File: src/rtl/jtag_tap_controller.sv
// IEEE 1149.1-style TAP controller: state machine, instruction and bypass registers,
// boundary-cell control generation and TDO multiplexing.
module jtag_tap_controller #(
  parameter int                  IR_WIDTH    = 4,
  parameter logic [IR_WIDTH-1:0] EXTEST_CODE = '0,
  parameter logic [IR_WIDTH-1:0] SAMPLE_CODE = IR_WIDTH'(1)
) (
  input  logic                TCK,
  input  logic                RST,
  input  logic                TMS,
  input  logic                TDI,
  output logic                TDIS,
  input  logic                TDOS_CHAIN,
  output logic                CAPTURE,
  output logic                UPDATE,
  output logic                MODE_SHIFT_LOAD,
  output logic                MODE_TEST_NORMAL,
  output logic                TDO,
  output logic                TDO_EN,
  output logic [3:0]          STATE,
  output logic [IR_WIDTH-1:0] IR
);

  typedef enum logic [3:0] {
    TLR    = 4'd0,
    RTI    = 4'd1,
    SEL_DR = 4'd2,
    CAP_DR = 4'd3,
    SH_DR  = 4'd4,
    EX1_DR = 4'd5,
    PA_DR  = 4'd6,
    EX2_DR = 4'd7,
    UPD_DR = 4'd8,
    SEL_IR = 4'd9,
    CAP_IR = 4'd10,
    SH_IR  = 4'd11,
    EX1_IR = 4'd12,
    PA_IR  = 4'd13,
    EX2_IR = 4'd14,
    UPD_IR = 4'd15
  } tap_state_e;

  localparam logic [IR_WIDTH-1:0] IR_ONES    = '1;
  localparam logic [IR_WIDTH-1:0] IR_CAPTURE = IR_WIDTH'(2'b01);

  tap_state_e          state;
  tap_state_e          next_state;
  logic [IR_WIDTH-1:0] ir_shift;
  logic [IR_WIDTH-1:0] ir_q;
  logic                bypass_bit;
  logic                chain_sel;
  logic                cap_en;
  logic                update_q;
  logic                shift_load_q;
  logic                test_normal_q;
  logic                tdo_q;
  logic                tdo_en_q;

  // Entering TLR forces BYPASS on that same posedge; ir_q catches up on the next negedge.
  assign IR        = (state == TLR) ? IR_ONES : ir_q;
  assign chain_sel = (IR == EXTEST_CODE) || (IR == SAMPLE_CODE);

  assign STATE            = state;
  assign TDIS             = TDI;
  assign CAPTURE          = TCK & cap_en;
  assign UPDATE           = update_q;
  assign MODE_SHIFT_LOAD  = shift_load_q;
  assign MODE_TEST_NORMAL = test_normal_q;
  assign TDO              = tdo_q;
  assign TDO_EN           = tdo_en_q;

  always_ff @(posedge TCK or posedge RST) begin
    if (RST) begin
      state <= TLR;
    end else begin
      state <= next_state;
    end
  end

  always_comb begin
    next_state = state;
    unique case (state)
      TLR:    next_state = TMS ? TLR    : RTI;
      RTI:    next_state = TMS ? SEL_DR : RTI;
      SEL_DR: next_state = TMS ? SEL_IR : CAP_DR;
      CAP_DR: next_state = TMS ? EX1_DR : SH_DR;
      SH_DR:  next_state = TMS ? EX1_DR : SH_DR;
      EX1_DR: next_state = TMS ? UPD_DR : PA_DR;
      PA_DR:  next_state = TMS ? EX2_DR : PA_DR;
      EX2_DR: next_state = TMS ? UPD_DR : SH_DR;
      UPD_DR: next_state = TMS ? SEL_DR : RTI;
      SEL_IR: next_state = TMS ? TLR    : CAP_IR;
      CAP_IR: next_state = TMS ? EX1_IR : SH_IR;
      SH_IR:  next_state = TMS ? EX1_IR : SH_IR;
      EX1_IR: next_state = TMS ? UPD_IR : PA_IR;
      PA_IR:  next_state = TMS ? EX2_IR : PA_IR;
      EX2_IR: next_state = TMS ? UPD_IR : SH_IR;
      UPD_IR: next_state = TMS ? SEL_DR : RTI;
      default: next_state = TLR;
    endcase
  end

  // Instruction shift path and bypass bit move on the rising edge with the state.
  always_ff @(posedge TCK or posedge RST) begin
    if (RST) begin
      ir_shift   <= IR_ONES;
      bypass_bit <= 1'b0;
    end else begin
      if (state == CAP_IR) begin
        ir_shift <= IR_CAPTURE;
      end else if (state == SH_IR) begin
        ir_shift <= {TDI, ir_shift[IR_WIDTH-1:1]};
      end
      if (state == CAP_DR && !chain_sel) begin
        bypass_bit <= 1'b0;
      end else if (state == SH_DR) begin
        bypass_bit <= TDI;
      end
    end
  end

  // Everything facing the cells and the TDO pin changes while TCK is low, so CAPTURE
  // cannot glitch and the mode pins are settled before the next rising edge.
  always_ff @(negedge TCK or posedge RST) begin
    if (RST) begin
      ir_q          <= IR_ONES;
      test_normal_q <= 1'b1;
      cap_en        <= 1'b0;
      update_q      <= 1'b0;
      shift_load_q  <= 1'b0;
      tdo_q         <= 1'b0;
      tdo_en_q      <= 1'b0;
    end else begin
      if (state == UPD_IR) begin
        ir_q          <= ir_shift;
        test_normal_q <= (ir_shift != EXTEST_CODE);
      end else if (state == TLR) begin
        ir_q          <= IR_ONES;
        test_normal_q <= 1'b1;
      end
      cap_en       <= ((state == CAP_DR) || (state == SH_DR)) && chain_sel;
      update_q     <= (state == UPD_DR) && chain_sel;
      shift_load_q <= (state == SH_DR);
      if (state == SH_IR) begin
        tdo_q    <= ir_shift[0];
        tdo_en_q <= 1'b1;
      end else if (state == SH_DR) begin
        tdo_q    <= chain_sel ? TDOS_CHAIN : bypass_bit;
        tdo_en_q <= 1'b1;
      end else begin
        tdo_q    <= 1'b0;
        tdo_en_q <= 1'b0;
      end
    end
  end

endmodule
File: config.mk
export PLATFORM = sky130hd
export DESIGN_NAME = jtag_tap_controller
export DESIGN_NICKNAME = d
export VERILOG_FILES = /design/src/rtl/jtag_tap_controller.sv
export SDC_FILE = /design/constraint.sdc
export NUM_CORES = 1
export LEC_CHECK = 0
export BUFFER_PORTS_ARGS = -buffer_cell sky130_fd_sc_hd__buf_2
export CAP_MARGIN = 20
export CELL_PAD_IN_SITES_DETAIL_PLACEMENT = 1
export CELL_PAD_IN_SITES_GLOBAL_PLACEMENT = 1
export CORE_MARGIN = 2
export CORE_UTILIZATION = 43
export CTS_BUF_LIST = sky130_fd_sc_hd__clkbuf_4 sky130_fd_sc_hd__clkbuf_8
export CTS_CLUSTER_SIZE = 16
export DETAILED_ROUTE_END_ITERATION = 8
export GPL_TIMING_DRIVEN = 0
export PLACE_DENSITY_LB_ADDON = 0.1
export RECOVER_POWER = 100
export SYNTH_ARGS = -nofsm -noshare
export SYNTH_HDL_FRONTEND = slang
export SYNTH_SLANG_ARGS = --single-unit
File: constraint.sdc
create_clock -name TCK -period 1.78 [get_ports TCK]
set_clock_uncertainty 0.2 [all_clocks]
set_input_delay 0.267 -clock TCK [delete_from_list [all_inputs] [get_ports TCK]]
set_output_delay 0.267 -clock TCK [all_outputs]
set_load 0.1 [all_outputs]
==> results by group, run 1 <==
Outcome
  – Outcome: aborted with a tool error
  – Exit stage: global routing (5_1_grt)
  – First Err: [ERROR DPL-0033] detailed placement checks failed during check placement.

Timing
  – Worst_ep kind: primary output
  – Grt repair worst endpoint: IR[3]

Synthesis
  – Synth Area in Compound Gates: 19.00%
  – Top-area cell type share of the netlist area: 21.90%
  – Post-synthesis mux area share: 1.854%
  – Seq/Total Area, Yosys: 45.08%
  – Synth Area in Adders: 0%
  – Synth Net Count: 117
  – Synthesis-stage register bit count: 19
  – Main area contributors after synthesis: dfstp_2, dfrtn_1, dfrtp_1, o21ai_1, a22oi_1
  – Post-synth ARST share: 100.0%
  – Post-Syn Instances: 112
  – Ys Warns: 0
  – Distinct cells, synth: 43
  – Area share of xor/xnor cells in the synthesized design: 0.8111%
  – Avg Cell Area, Syn: 9.641 um^2
  – Synth Flop Type: dfstp_2
  – Number of synthesized flops with an enable pin: 0
  – Synth Area in Simple Gates: 26.07%
  – Area leader, netlist: dfstp_2
  – Largest family of logic cells by synthesized area: simple AND/OR/NAND/NOR gates
  – Mapped Area: 0.001080 mm^2

Placed design
  – Dpl cells: 161
  – Hpwl dp: 2078 um
  – PortBufs: 19
  – RePlAce Congestion: 0.7905

Global routing
  – Initial antenna violation count: 0
  – Largest net degree at the start of global routing: 16

Die
  – Boundary Pins: 20
  – Effective utilization at floorplan: 44.39%
  – Row cnt: 18
  – Die Span X: 54.11 um
  – Overall die height: 54.11 um
per-stage QoR:
step	cell area, um^2	worst slack, ns
after floorplan	1142	-0.8052
after global placement	1275	-0.7035
after detailed placement	1275	-0.7481
after CTS	1787	-0.8799
what timing repair did:
item                       4_1_cts
gates resized for setup         70
hold endpoints to repair         6
buffers inserted                22
hold buffers                     2
pin swaps                       14
setup endpoints to repair       24
cell families after synthesis:
family	count (synthesis)
compound gates	30
buf+inv	15
flops	19
simple gates	45
mux	2
xor+xnor	1
cells in the mapped netlist, types with 3 or more instances:
| cell | instances |
|---|---|
| o211ai_1 | 3 |
| dfstp_2 | 9 |
| inv_1 | 4 |
| a22oi_1 | 5 |
| nand2_1 | 9 |
| nor2_1 | 7 |
| buf_2 | 5 |
| o21ai_1 | 11 |
| or2_1 | 5 |
| dfrtn_1 | 5 |
| nand3_1 | 4 |
| a21oi_1 | 4 |
| dfrtp_1 | 5 |
==> inputs of run 2 (changes only) <==
==> config.mk (replaced) <==
export PLATFORM = sky130hd
export DESIGN_NAME = jtag_tap_controller
export DESIGN_NICKNAME = d
export VERILOG_FILES = /design/src/rtl/jtag_tap_controller.sv
export SDC_FILE = /design/constraint.sdc
export NUM_CORES = 1
export LEC_CHECK = 0
export BUFFER_PORTS_ARGS = -buffer_cell sky130_fd_sc_hd__buf_2
export CAP_MARGIN = 20
export CORE_AREA = 2 2 63 65
export DETAILED_ROUTE_END_ITERATION = 8
export DIE_AREA = 0 0 65 67
export GPL_TIMING_DRIVEN = 0
export PLACE_DENSITY_LB_ADDON = 0.15
export RECOVER_POWER = 100
export SYNTH_ARGS = -nofsm -noshare
export SYNTH_HDL_FRONTEND = slang
export SYNTH_SLANG_ARGS = --single-unit
==> run 2 against run 1 <==
  * The flow now finishes, with violations (negative setup slack)
  * Synthesized cell count is the same
  * Synthesized area is the same
==> results by group, run 2 <==
Outcome
  – Outcome: complete, but fails checks
  – Failing checks: negative setup slack

Finish
  – Synth-to-layout area growth: 71.96%
  – Commonest non-fill, non-tap cells in the layout: buf_4, buf_12, o21ai_1, nand2_1
  – Share of cells above drive strength 1: 54.88%
  – Fin util: 51.49%
  – Commonest non-fill, non-tap cell in the layout: buf_4
  – N_diodes: 0
  – Nets: 170

Clock network
  – CTS clock-pin slew for the worst setup and hold paths: 0.08 ns
  – CTS tree: built
  – Clk Latency, worst-skew pair: 0.44 ns

Placed design
  – PortBufs: 19
  – RePlAce Congestion: 0.7458
  – Hpwl dp: 1852 um

Critical path
  – Crit path max fanout: 2
  – FF-to-FF End: bypass_bit$_DFFE_PP0P_
  – FF-to-FF path depth: 4
  – Startpoint Class: flip-flop
  – Worst r2r src: ir_q[3]$_DFF_NP1_
  – Slowest-stage cell, CP: dfstp_2
  – CP peak stage delay: 0.52 ns
  – Worst path cell trace: or2_4 -> buf_12
  – Reg-to-reg slack, setup: -0.71 ns
  – Crit path required time: 1.31 ns
  – Critical Setup Path Class: flip-flop to output pin
  – CP startpoint: ir_q[0]$_DFF_NP1_
  – Worst EP arrival: 2.14 ns
  – Crit end category: output pin

Global routing
  – Largest net degree at the start of global routing: 16
  – Total Routing Usage GR: 16.61%
  – Met1 Resource Use GR: 18.32%
  – Met3 Usage GRT: 3.885%
  – GRT overflow: 0
  – First-pass GRT wire length: 5161 um
  – Initial antenna violation count: 0
  – Vias in the first global route: 1069
  – Most Crowded Layer GR: met2
  – Met2 global-route usage: 27.84%

Synthesis
  – Mapped Area: 0.001080 mm^2
  – Post-Syn Instances: 112
  – Synth Net Count: 117
  – Area leader, netlist: dfstp_2
  – Seq/Total Area, Yosys: 45.08%
  – Main area contributors after synthesis: dfstp_2, dfrtn_1, dfrtp_1, o21ai_1, a22oi_1
  – Top-area cell type share of the netlist area: 21.90%
  – Distinct cells, synth: 43
  – Post-synth ARST share: 100.0%
  – Ys Warns: 0
  – Avg Cell Area, Syn: 9.641 um^2
  – Synth Flop Type: dfstp_2
  – Number of synthesized flops with an enable pin: 0
  – Synthesis-stage register bit count: 19
  – Most frequent cells after synthesis: o21ai_1, dfstp_2, nand2_1, nor2_1
  – Most frequent cell after synthesis: o21ai_1

Detailed routing
  – Drt wl/cell: 14.60 um
  – Routed Antenna Nets: 0
  – DR iter-0 viols: 42
  – Vias: 1044
  – Via density: 4.925
  – Routed WL: 3096 um
  – Pre-antenna DRT Iters: 4
  – # DRC: 0

Timing
  – Sum Neg Setup Slack: -13.82 ns
  – Unrepaired setup endpoints after global routing: yes
  – Max-slew headroom: 60.04%
  – Setup Viol. Count Final: 24
  – Fin. max-slew vios: 0
  – Slew @ Worst Pin: 0.5987 ns
  – Setup ws final: -0.8303 ns
  – Hold Vio Cnt, Final: 0

Die
  – Core area: 0.003606 mm^2
  – Overall die height: 67 um
  – Row cnt: 22
  – Boundary Pins: 20
  – Effective utilization at floorplan: 29.94%
  – Die ar.: 0.004355 mm^2
  – Die Span X: 65 um

Hold path
  – HP Start: TDI
  – Min-delay worst type: input port to flip-flop
  – Worst Hold End: bypass_bit$_DFFE_PP0P_
  – Hold-critical path depth: 3

Job
  – Max cap viols: 0
run 2: cell counts after synthesis:
No cell type changed its count.
run 2: final cells by class:
type                    instances  area, um^2
repair buffers                 40       429.2
multi-input cells              78       599.3
clock inverters                 5       18.77
well taps                      48       60.06
clock buffers                   8       127.6
flip-flops and latches         19       505.5
inverters                       4       15.01
plain buffers                  10       101.3
fillers                       320        1749
run 2: how the worst max path moves through the flow:
stage,cells after the start,to
4_1_cts,2,IR[0]
6_report,2,IR[0]
5_1_grt,2,IR[1]
2_1_floorplan,4,TDO$_DFF_NP0_
3_5_place_dp,4,TDO$_DFF_NP0_
3_3_place_gp,4,TDO$_DFF_NP0_
run 2: kinds of logic after synthesis:
group,after synthesis,synth area share [%]
xor+xnor,1,0.8113
flops,19,45.08
compound gates,30,19.00
mux,2,1.854
buf+inv,15,7.183
simple gates,45,26.07
run 2: through the flow:
step / area (um^2) / hold slack, ns / std cells / setup slack [ns]
3_3_place_gp: 1297 / 0.2247 / 179 / -0.7920
3_5_place_dp: 1297 / 0.2411 / 179 / -0.7974
5_1_grt: 1857 / 0.09638 / 212 / -0.8722
4_1_cts: 1783 / 0.06385 / 209 / -0.8368
6_report: 1857 / 0.07385 / 212 / -0.8303
2_1_floorplan: 1142 / 0.01150 / 112 / -0.8052
run 2: layer usage:
layer	vias to the layer above	share of wire [%]	wire length [um]
met5	-	0	0
met4	0	1.8	57
met3	4	3.0	92
met2	25	55	1698
met1	511	40	1248
li1	504	-	-
run 2: critical path: cells and delay by family (launching register included):
family | cells | cell delay, ns
DFF | 1 | 0.52
buffers and inverters | 1 | 0.16
and+or+nand+nor | 1 | 0.12
run 2: timing repair:
item / CTS / global route
pin swaps: 10 / 11
endpoints found under the hold margin: 6 / 0
gates resized for setup: 59 / 12
hold buffers: 2 / 0
buffers inserted: 17 / 3
endpoints found under the setup margin: 22 / 23
Power of run 2 is not shown: default switching activity piles up to over one toggle a cycle in this logic, so the estimate is an artifact.
==> inputs of run 3 (changes only) <==
--- a/config.mk
+++ b/config.mk
@@ -5,6 +5,7 @@
 export SDC_FILE = /design/constraint.sdc
 export NUM_CORES = 1
 export LEC_CHECK = 0
+export ABC_AREA = 1
 export BUFFER_PORTS_ARGS = -buffer_cell sky130_fd_sc_hd__buf_2
 export CAP_MARGIN = 20
 export CORE_AREA = 2 2 63 65
@@ -13,6 +14,7 @@
 export GPL_TIMING_DRIVEN = 0
 export PLACE_DENSITY_LB_ADDON = 0.15
 export RECOVER_POWER = 100
+export SETUP_SLACK_MARGIN = 0.5
 export SYNTH_ARGS = -nofsm -noshare
 export SYNTH_HDL_FRONTEND = slang
 export SYNTH_SLANG_ARGS = --single-unit
==> run 3 against run 2 <==
  * The flow still finishes with violations (negative setup slack)
  * Routed wire length rose by 1.5%
  * Synthesized area fell by 6.6%
  * Count of clock-buffer cells in the layout fell by 1
  * Flip-flop and latch count did not move
  * Hold slack got worse by 0.058 ns
  * Design area rose by 8.4%
  * Critical endpoint is now IR[2]
  * Highest routed layer unchanged
==> results by group, run 3 <==
Global routing
  – Met2 global-route usage: 24.48%
  – Met3 Usage GRT: 4.054%
  – Largest net degree at the start of global routing: 12
  – First-pass GRT wire length: 4692 um
  – Most Crowded Layer GR: met2
  – Met1 Resource Use GR: 17.36%
  – Vias in the first global route: 1061
  – Initial antenna violation count: 0
  – Total Routing Usage GR: 14.75%
  – GRT overflow: 0

Clock network
  – CTS tree: built
  – CTS clock-pin slew for the worst setup and hold paths: 0.07 ns
  – Clk Latency, worst-skew pair: 0.44 ns

Outcome
  – Outcome: complete, but fails checks
  – Failing checks: negative setup slack

Critical path
  – FF-to-FF path depth: 6
  – Worst r2r src: STATE[1]$_DFF_PP0_
  – Crit path max fanout: 2
  – Critical Setup Path Class: flip-flop to output pin
  – Startpoint Class: flip-flop
  – FF-to-FF End: TDO_EN$_DFF_NP0_
  – Reg-to-reg slack, setup: -0.63 ns
  – Crit end category: output pin
  – Crit path required time: 1.31 ns
  – Worst EP arrival: 2.15 ns

Synthesis
  – Synthesis-stage register bit count: 19
  – Seq/Total Area, Yosys: 48.26%
  – Synth Net Count: 139
  – Top-area cell type share of the netlist area: 23.45%
  – Main area contributors after synthesis: dfstp_2, nand2_1, dfrtn_1, dfrtp_1, inv_1
  – Avg Cell Area, Syn: 7.526 um^2
  – Area leader, netlist: dfstp_2
  – Most frequent cells after synthesis: nand2_1, inv_1, nor2_1, dfstp_2, nand3_1
  – Post-synth ARST share: 100.0%
  – Number of synthesized flops with an enable pin: 0
  – Post-Syn Instances: 134
  – Distinct cells, synth: 23
  – Mapped Area: 0.001008 mm^2
  – Synth Flop Type: dfstp_2
  – Most frequent cell after synthesis: nand2_1
  – Ys Warns: 0

Hold path
  – Min-delay worst type: input port to flip-flop
  – Hold-critical path depth: 3
  – HP Start: TMS
  – Worst Hold End: STATE[1]$_DFF_PP0_

Detailed routing
  – Routed WL: 3141 um
  – Via density: 4.498
  – Drt wl/cell: 12.72 um
  – DR iter-0 viols: 15
  – Routed Antenna Nets: 0
  – # DRC: 0
  – Pre-antenna DRT Iters: 5
  – Vias: 1111

Finish
  – Fillers: 318
  – Commonest non-fill, non-tap cell in the layout: nand2_1
  – N_diodes: 0
  – Sequential Area: 505.5 um^2
  – Commonest non-fill, non-tap cells in the layout: nand2_1, buf_4, inv_1, buf_6, buf_12
  – Area taken by multi-input logic gates: 586.8 um^2
  – Synth-to-layout area growth: 99.63%
  – Share of cells above drive strength 1: 62.31%
  – Nets: 205

Placed design
  – PortBufs: 19
  – Hpwl dp: 1870 um
  – RePlAce Congestion: 0.8405

Die
  – Effective utilization at floorplan: 27.97%
  – Row cnt: 22
  – Boundary Pins: 20
  – Die ar.: 0.004355 mm^2
  – Core area: 0.003606 mm^2
  – Overall die height: 67 um
  – Die Span X: 65 um

Timing
  – Slew @ Worst Pin: 0.5381 ns
  – Fin. max-slew vios: 0
  – Sum Neg Setup Slack: -13.20 ns
  – Hold Vio Cnt, Final: 0
  – Setup ws final: -0.8409 ns
  – Setup Viol. Count Final: 24
  – Max-slew headroom: 64.28%
  – Unrepaired setup endpoints after global routing: yes

Job
  – Max cap viols: 0

Pwr
  – Static Leak: 0.9771 nW
  – Pwr dens: 1716 mW/mm^2
  – Total power: 3.454 mW
  – Peak supply drop: 1.000 mV
## run 3: cell count changes in the layout (fill, tap and decap cells not counted), moves of 4 or more
| cell | delta |
|---|---|
| buf_6 | +6 |
| inv_1 | +8 |
| inv_4 | +6 |
| nand2_1 | +14 |
| nand2_2 | +10 |
| nand2_4 | +7 |
| nand4_1 | +4 |
| nor2_4 | +8 |
| o21ai_1 | -6 |
| o22ai_2 | +4 |
## run 3: final cells by class
cell class	instances	share of cell area, %
clock buffer	7	5.096
tap	48	2.983
buffer	2	1.119
inverter	23	5.283
sequential	19	25.11
timing repair buffer	53	29.71
multi-input combinational	88	29.15
clock inverter	7	1.554
## run 3: worst max-delay path, cell delays in order (launching register included)
cell	delay, ns
dfstp_2	0.52
or2_4	0.13
buf_12	0.17
## run 3: power by group
part / switching (mW) / internal (mW)
Sequential: 0.0957 / 0.615
Clock: 0.204 / 0.312
Combinational: 1.34 / 0.883
Total: 1.64 / 1.81
## run 3: layer usage
layer	part of all wire (%)	up-vias
met3	4.3	6
met5	0	-
met4	1.5	0
met2	54	31
li1	-	548
met1	40	526
## run 3: worst max-delay path by stage
stage / slack (ns) / startpoint / endpoint / cells past startpoint
after floorplan: -0.91 / STATE[1]$_DFF_PP0_ / ir_q[2]$_DFF_NP1_ / 7
after global placement: -0.71 / STATE[2]$_DFF_PP0_ / TDO$_DFF_NP0_ / 6
after detailed placement: -0.70 / STATE[2]$_DFF_PP0_ / TDO$_DFF_NP0_ / 6
after CTS: -0.84 / ir_q[1]$_DFF_NP1_ / IR[1] / 3
after global routing: -0.88 / ir_q[2]$_DFF_NP1_ / IR[2] / 2
final: -0.84 / ir_q[2]$_DFF_NP1_ / IR[2] / 2
## run 3: metrics by stage
stage | hold slack, ns | cells | util, % | area, um^2 | setup WS [ns]
5_1_grt | 0.03827 | 247 | 55.83 | 2013 | -0.8816
6_report | 0.01554 | 247 | 55.83 | 2013 | -0.8409
3_3_place_gp | 0.08770 | 201 | 34.07 | 1229 | -0.7091
3_5_place_dp | 0.09137 | 201 | 34.07 | 1229 | -0.7019
2_1_floorplan | -0.09004 | 134 | - | 1074 | -0.9071
4_1_cts | 0.007964 | 225 | 49.13 | 1772 | -0.8391
## run 3: cell families after synthesis
logic type / count (synthesis) / synth area share [%]
AND/OR/NAND/NOR: 73 / 32.75
buffers and inverters: 27 / 10.54
flip-flops: 19 / 48.26
AO/OA/AOI/OAI: 15 / 8.437
## run 3: repair_timing
action	CTS	global route
gates cloned	0	0
setup buffers	10	22
pin swaps	4	17
hold buffers	3	0
hold endpoints to repair	12	0
gates resized for setup	92	40
setup endpoints to repair	35	34
Note: power is estimated with default switching activity, not from simulation.
